`src/rtl/floo_axis_bridge_pkg.sv`:
```
// Shared definitions for the NoC-over-AXI-Stream bridge (RX and TX halves).
package floo_axis_bridge_pkg;

    typedef enum logic {
        HdrReq = 1'b0,
        HdrRsp = 1'b1
    } hdr_e;

    // Stream data width: payload plus one header bit, rounded up to whole bytes.
    function automatic int unsigned tdata_width(input int unsigned data_width);
        return ((data_width + 1 + 7) / 8) * 8;
    endfunction

endpackage

```
`src/rtl/floo_axis_rx_fifo.sv`:
```
// Per-channel flit buffer for the bridge RX half. Occupancy-counter based
// full/empty, async active-high reset, optional combinational bypass when empty.
module floo_axis_rx_fifo #(
    parameter int unsigned Width = 64,
    parameter int unsigned Depth = 4
) (
    input  logic             clk_i,
    input  logic             rst_i,
    input  logic             bypass_en_i,
    input  logic             push_valid_i,
    output logic             push_ready_o,
    input  logic [Width-1:0] push_data_i,
    output logic             pop_valid_o,
    input  logic             pop_ready_i,
    output logic [Width-1:0] pop_data_o
);

    localparam int unsigned PtrW = (Depth > 1) ? $clog2(Depth) : 1;
    localparam int unsigned CntW = $clog2(Depth + 1);

    logic [Width-1:0] mem_q [Depth];
    logic [PtrW-1:0]  wptr_q, wptr_d;
    logic [PtrW-1:0]  rptr_q, rptr_d;
    logic [CntW-1:0]  cnt_q, cnt_d;
    logic             empty, full, bypass, do_write, do_read;

    assign empty    = (cnt_q == '0);
    assign full     = (cnt_q == CntW'(Depth));
    // A bypassed beat goes straight to the consumer and never occupies an entry.
    assign bypass   = bypass_en_i && empty && pop_ready_i && push_valid_i;
    assign do_write = push_valid_i && !full && !bypass;
    assign do_read  = !empty && pop_ready_i;

    assign push_ready_o = !full;
    assign pop_valid_o  = !empty || bypass;
    assign pop_data_o   = bypass ? push_data_i : mem_q[rptr_q];

    // Next pointers (wrap at Depth-1) and occupancy.
    always_comb begin
        wptr_d = wptr_q;
        rptr_d = rptr_q;
        cnt_d  = cnt_q;
        if (do_write) begin
            wptr_d = (wptr_q == PtrW'(Depth - 1)) ? '0 : wptr_q + PtrW'(1);
        end
        if (do_read) begin
            rptr_d = (rptr_q == PtrW'(Depth - 1)) ? '0 : rptr_q + PtrW'(1);
        end
        if (do_write && !do_read) begin
            cnt_d = cnt_q + CntW'(1);
        end else if (!do_write && do_read) begin
            cnt_d = cnt_q - CntW'(1);
        end
    end

    // Pointer and occupancy registers.
    always_ff @(posedge clk_i or posedge rst_i) begin
        if (rst_i) begin
            wptr_q <= '0;
            rptr_q <= '0;
            cnt_q  <= '0;
        end else begin
            wptr_q <= wptr_d;
            rptr_q <= rptr_d;
            cnt_q  <= cnt_d;
        end
    end

    // Storage; cleared on reset so the data output reads zero afterwards.
    always_ff @(posedge clk_i or posedge rst_i) begin
        if (rst_i) begin
            for (int unsigned i = 0; i < Depth; i++) begin
                mem_q[i] <= '0;
            end
        end else if (do_write) begin
            mem_q[wptr_q] <= push_data_i;
        end
    end

endmodule

```
`src/rtl/floo_axis_noc_bridge_rx.sv`:
```
// RX half of the NoC-over-AXI-Stream bridge: steers stream beats by header bit
// into independent request/response buffers and counts accepted beats.
// Optional feature macro: FLOO_AXIS_BRIDGE_RX_BYPASS_EN (0-cycle pass-through
// when the selected buffer is empty and its consumer is ready).
module floo_axis_noc_bridge_rx
    import floo_axis_bridge_pkg::*;
#(
    parameter int unsigned DataWidth  = 64,
    parameter int unsigned ReqWidth   = 64,
    parameter int unsigned RspWidth   = 48,
    parameter int unsigned FifoDepth  = 4,
    parameter int unsigned TdataWidth = tdata_width(DataWidth)
) (
    input  logic                  clk_i,
    input  logic                  rst_i,
    input  logic                  axis_tvalid_i,
    output logic                  axis_tready_o,
    input  logic [TdataWidth-1:0] axis_tdata_i,
    output logic                  req_valid_o,
    input  logic                  req_ready_i,
    output logic [ReqWidth-1:0]   req_data_o,
    output logic                  rsp_valid_o,
    input  logic                  rsp_ready_i,
    output logic [RspWidth-1:0]   rsp_data_o,
    output logic [31:0]           req_cnt_o,
    output logic [31:0]           rsp_cnt_o
);

`ifdef FLOO_AXIS_BRIDGE_RX_BYPASS_EN
    localparam logic BypassEn = 1'b1;
`else
    localparam logic BypassEn = 1'b0;
`endif

    hdr_e        hdr;
    logic        req_push_valid, rsp_push_valid;
    logic        req_push_ready, rsp_push_ready;
    logic        accept;
    logic [31:0] req_cnt_q, req_cnt_d, rsp_cnt_q, rsp_cnt_d;
    logic        unused_tdata;

    // Pad bits and payload bits above a channel's width are deliberately dropped.
    assign unused_tdata = ^axis_tdata_i;

    assign hdr            = hdr_e'(axis_tdata_i[DataWidth]);
    assign req_push_valid = axis_tvalid_i && (hdr == HdrReq);
    assign rsp_push_valid = axis_tvalid_i && (hdr == HdrRsp);
    // tready comes only from registered occupancy, never from the consumer readies.
    assign axis_tready_o  = (hdr == HdrRsp) ? rsp_push_ready : req_push_ready;
    assign accept         = axis_tvalid_i && axis_tready_o;

    floo_axis_rx_fifo #(
        .Width (ReqWidth),
        .Depth (FifoDepth)
    ) i_req_fifo (
        .clk_i        (clk_i),
        .rst_i        (rst_i),
        .bypass_en_i  (BypassEn),
        .push_valid_i (req_push_valid),
        .push_ready_o (req_push_ready),
        .push_data_i  (axis_tdata_i[ReqWidth-1:0]),
        .pop_valid_o  (req_valid_o),
        .pop_ready_i  (req_ready_i),
        .pop_data_o   (req_data_o)
    );

    floo_axis_rx_fifo #(
        .Width (RspWidth),
        .Depth (FifoDepth)
    ) i_rsp_fifo (
        .clk_i        (clk_i),
        .rst_i        (rst_i),
        .bypass_en_i  (BypassEn),
        .push_valid_i (rsp_push_valid),
        .push_ready_o (rsp_push_ready),
        .push_data_i  (axis_tdata_i[RspWidth-1:0]),
        .pop_valid_o  (rsp_valid_o),
        .pop_ready_i  (rsp_ready_i),
        .pop_data_o   (rsp_data_o)
    );

    // Per-channel accepted-beat counters, wrapping naturally at 2^32.
    always_comb begin
        req_cnt_d = req_cnt_q;
        rsp_cnt_d = rsp_cnt_q;
        if (accept && (hdr == HdrReq)) req_cnt_d = req_cnt_q + 32'd1;
        if (accept && (hdr == HdrRsp)) rsp_cnt_d = rsp_cnt_q + 32'd1;
    end

    // Counter registers.
    always_ff @(posedge clk_i or posedge rst_i) begin
        if (rst_i) begin
            req_cnt_q <= '0;
            rsp_cnt_q <= '0;
        end else begin
            req_cnt_q <= req_cnt_d;
            rsp_cnt_q <= rsp_cnt_d;
        end
    end

    assign req_cnt_o = req_cnt_q;
    assign rsp_cnt_o = rsp_cnt_q;

`ifndef SYNTHESIS
    // A stalled beat must be held with unchanged header and payload.
    assert property (@(posedge clk_i) disable iff (rst_i)
        (axis_tvalid_i && !axis_tready_o) |=>
            (axis_tvalid_i && $stable(axis_tdata_i[DataWidth:0])));
`endif

endmodule

```
`config.mk`:
```
export PLATFORM = sky130hd
export DESIGN_NAME = floo_axis_noc_bridge_rx
export DESIGN_NICKNAME = d
export VERILOG_FILES = /design/src/rtl/floo_axis_bridge_pkg.sv /design/src/rtl/floo_axis_rx_fifo.sv /design/src/rtl/floo_axis_noc_bridge_rx.sv
export SDC_FILE = /design/constraint.sdc
export NUM_CORES = 1
export LEC_CHECK = 0
export BUFFER_PORTS_ARGS = -buffer_cell sky130_fd_sc_hd__buf_4
export CORE_UTILIZATION = 50
export DETAILED_ROUTE_END_ITERATION = 10
export PLACE_DENSITY = 0.7
export SYNTH_ARGS = -nofsm -noshare
export SYNTH_HDL_FRONTEND = slang
export SYNTH_SLANG_ARGS = --single-unit
```
`constraint.sdc`:
```
create_clock -name clk_i -period 35.9 [get_ports clk_i]
set_input_delay 7.18 -clock clk_i [delete_from_list [all_inputs] [get_ports clk_i]]
set_output_delay 7.18 -clock clk_i [all_outputs]
set_load 0.05 [all_outputs]
```
==> flow_metrics.env <==
export IMPL_die_w_um=217
export IMPL_diodes=0
export IMPL_syn_inst=1423
export IMPL_row_count=78
export IMPL_dp_hpwl_um=29600
export IMPL_hold_class="register to register"
export IMPL_async_flop_share_pct=100
export IMPL_clk_pin_slew_ns=0.05
export IMPL_overflow=0
export IMPL_drt_iter0_drc=532
export IMPL_worstSkewPairLatency_ns=0.60
export IMPL_drt_pre_antenna_iters=4
export IMPL_report_final_slew_viol_count=0
export IMPL_cp_required_ns=28.72
export IMPL_end_kind="output port"
export IMPL_multi_input_area_sq_um=9360
export IMPL_final_cell_mix="dfrtp_1 (522), mux2_1 (320), buf_4 (265)"
export IMPL_crit_chain="buf_4 -> nor2_1 -> a21oi_1 -> buf_4"
export IMPL_vias=13000
export IMPL_netlist_area_leader_share_pct=57.0
export IMPL_drt_wl_total_um=49000
export IMPL_hold_viol_final=0
export IMPL_yosys_warnings=0
export IMPL_synth_edff_count=0
export IMPL_fp_dieArea_sq_um=47100
export IMPL_drive_above_1_share_pct=36.3
export IMPL_globalplace_congestion=0.784
export IMPL_grt_pass1_vias=14100
export IMPL_cts_resized=0
export IMPL_fin_ws_ns=21.04
export IMPL_fin_nets=1764
export IMPL_track_usage_pct=21.7
export IMPL_post_route_period_util_pct=41.4
export IMPL_met2_usage_pct=34.5
export IMPL_fin_cells=2317
export IMPL_met1_usage_pct=29.9
export IMPL_met3_usage_pct=5.81
export IMPL_remaining_drc_errors=0
export IMPL_clk_path_buf_depth=3
export IMPL_wl_per_cell_um=21.2
export IMPL_synthTopCellsByArea="dfrtp_1 (57%), mux2_1 (16%), mux4_2 (11%)"
export IMPL_cts_tree="yes"
export IMPL_synth_area_sq_um=23100
export IMPL_final_common_cell="dfrtp_1"
export IMPL_max_freq_ghz=0.0673
export IMPL_pre_cts_slack_ns=21.04
export IMPL_hold_buffers=0
export IMPL_grt_busiest_layer="met2"
export IMPL_ys_ff_latch=526
export IMPL_peakVddDrop_v=0.0000704
export IMPL_htree_levels=2
export IMPL_cts_root_buffer="clkbuf_16"
export IMPL_start_util_pct=50.8
export IMPL_area_delta_synth_final_pct=18.4
export IMPL_whs_ns=0.480
export IMPL_synth_largest_area_cell="dfrtp_1"
export IMPL_regArea_sq_um=13200
export IMPL_numCtsBuffers=56
export IMPL_max_cap_viol_count=0
export IMPL_grt_max_degree=182
export IMPL_cp_start_kind="primary input"
export IMPL_crit_arrival_ns=7.68
export IMPL_slowest_delay_ns=0.22
export IMPL_io_buffers=248
export IMPL_synth_net_count=1516
export IMPL_totalPowerFinal_mw=2.96
export IMPL_r2r_setup_slack_ns=33.01
export IMPL_dpl_cell_count=2213
export IMPL_synth_main_ff_cell="dfrtp_1"
export IMPL_via_per_inst=5.60
export IMPL_fin_skew_ns=0.0224
export IMPL_die_h_um=217
export IMPL_antenna_found_initial=0
export IMPL_total_leakage_power_nw=12.3
export IMPL_path_max_fanout=7
export IMPL_grt_pass1_wl_um=79800
export IMPL_coreArea_sq_um=45500
export IMPL_syn_avg_cell_area_sq_um=16.2
export IMPL_drtAntennaViolNets=0
export IMPL_rsz0062_at_grt="no"
export IMPL_finalSetupViolCount=0
export IMPL_path_class="primary input to output port"
export IMPL_ys_seq_area_share_pct=57.0
export IMPL_cts_sinks=526
export IMPL_status="completed"
export IMPL_final_fill_count=3515
export IMPL_io_pins=256
export IMPL_post_cts_repair_setup_buffers=0
export IMPL_period_needed_ns=14.86
export IMPL_power_density_nw_per_um2=108
export IMPL_ys_types=39
export IMPL_slew_limit_headroom_pct=31.7
export IMPL_tightestPinTransition_ns=1.02
export IMPL_cp_slowest_cell="buf_4"
export IMPL_cp_common_cell="buf_4"
export IMPL_fin_setup_tns_ns=0
## critical path, delay by kind of cell
family                 cells  cell delay [ns]
AO/OA/AOI/OAI              1             0.12
buffers and inverters      2             0.34
AND/OR/NAND/NOR            1             0.05
## state kept, by name, indices dropped and copies added (netlist names)
register,cells
i_req_fifo.mem_q,256
i_rsp_fifo.mem_q,192
req_cnt_o,32
rsp_cnt_o,32
i_req_fifo.cnt_q,3
i_rsp_fifo.cnt_q,3
i_req_fifo.rptr_q,2
i_req_fifo.wptr_q,2
i_rsp_fifo.rptr_q,2
i_rsp_fifo.wptr_q,2
## where the power goes
| group | internal, mW | switching (mW) |
|---|---|---|
| Combinational | 0.552 | 0.790 |
| Sequential | 0.860 | 0.156 |
| Clock | 0.376 | 0.231 |
| Total | 1.79 | 1.18 |
## kinds of logic after synthesis
family                     synth area share (%)
and+or+nand+nor                            3.76
xor gates and xnor gates                   2.58
DFF                                        57.0
AOI/OAI and AO/OA                         0.173
adders and majority gates                 0.932
buffers and inverters                      2.58
muxes                                      33.0
## worst paths after layout
path | cells after the start | endpoint | from
worst min-delay path | 1 | req_cnt_o[31] | req_cnt_o[31]
worst max-delay path | 4 | axis_tready_o | axis_tdata_i[64]
max in group asynchronous | 4 | i_rsp_fifo.rptr_q[0] | rst_i
min in group asynchronous | 2 | i_req_fifo.mem_q[176] | rst_i
worst min register to register | 1 | req_cnt_o[31] | req_cnt_o[31]
worst max register to register | 6 | i_req_fifo.mem_q[152] | i_req_fifo.cnt_q[0]
## per-stage QoR
stage	cell area (sq um)	util, %
after floorplan	23100	-
after global placement	25400	55.8
after detailed placement	25400	55.8
after CTS	27400	60.1
final	27400	60.1
after global routing	27400	60.1
## metal layers
metal	vias up	wire, um
met5	-	0
met4	0	966
met3	66	2860
met2	252	23600
met1	6890	21700
li1	5769	-
## final cells by class
type | instances | area share (%)
timing repair buffer | 266 | 7.35
sequential | 526 | 48.2
clock buffer | 93 | 6.59
tap | 600 | 2.74
multi-input combinational | 807 | 34.2
inverter | 14 | 0.229
clock inverter | 11 | 0.709
## Yosys cell counts (2+ instances only)
master and instances:
or3_1 4, xnor2_1 37, mux2_1 320, dfrtp_1 526
nand4_1 24, clkbuf_1 13, nor4_1 9, mux2_2 133
fa_1 2, nand2_1 32, nor3_1 16, o21ai_0 4
nand2_2 2, buf_4 7, buf_6 26, buf_1 3
and2_1 3, nand2_4 4, ha_1 14, and4_1 7
nand3_1 20, a21o_1 2, and3_1 8, inv_1 13
xor2_1 31, buf_2 27, mux4_2 112, nor2_1 13
Note: power is estimated with default switching activity, not from simulation.
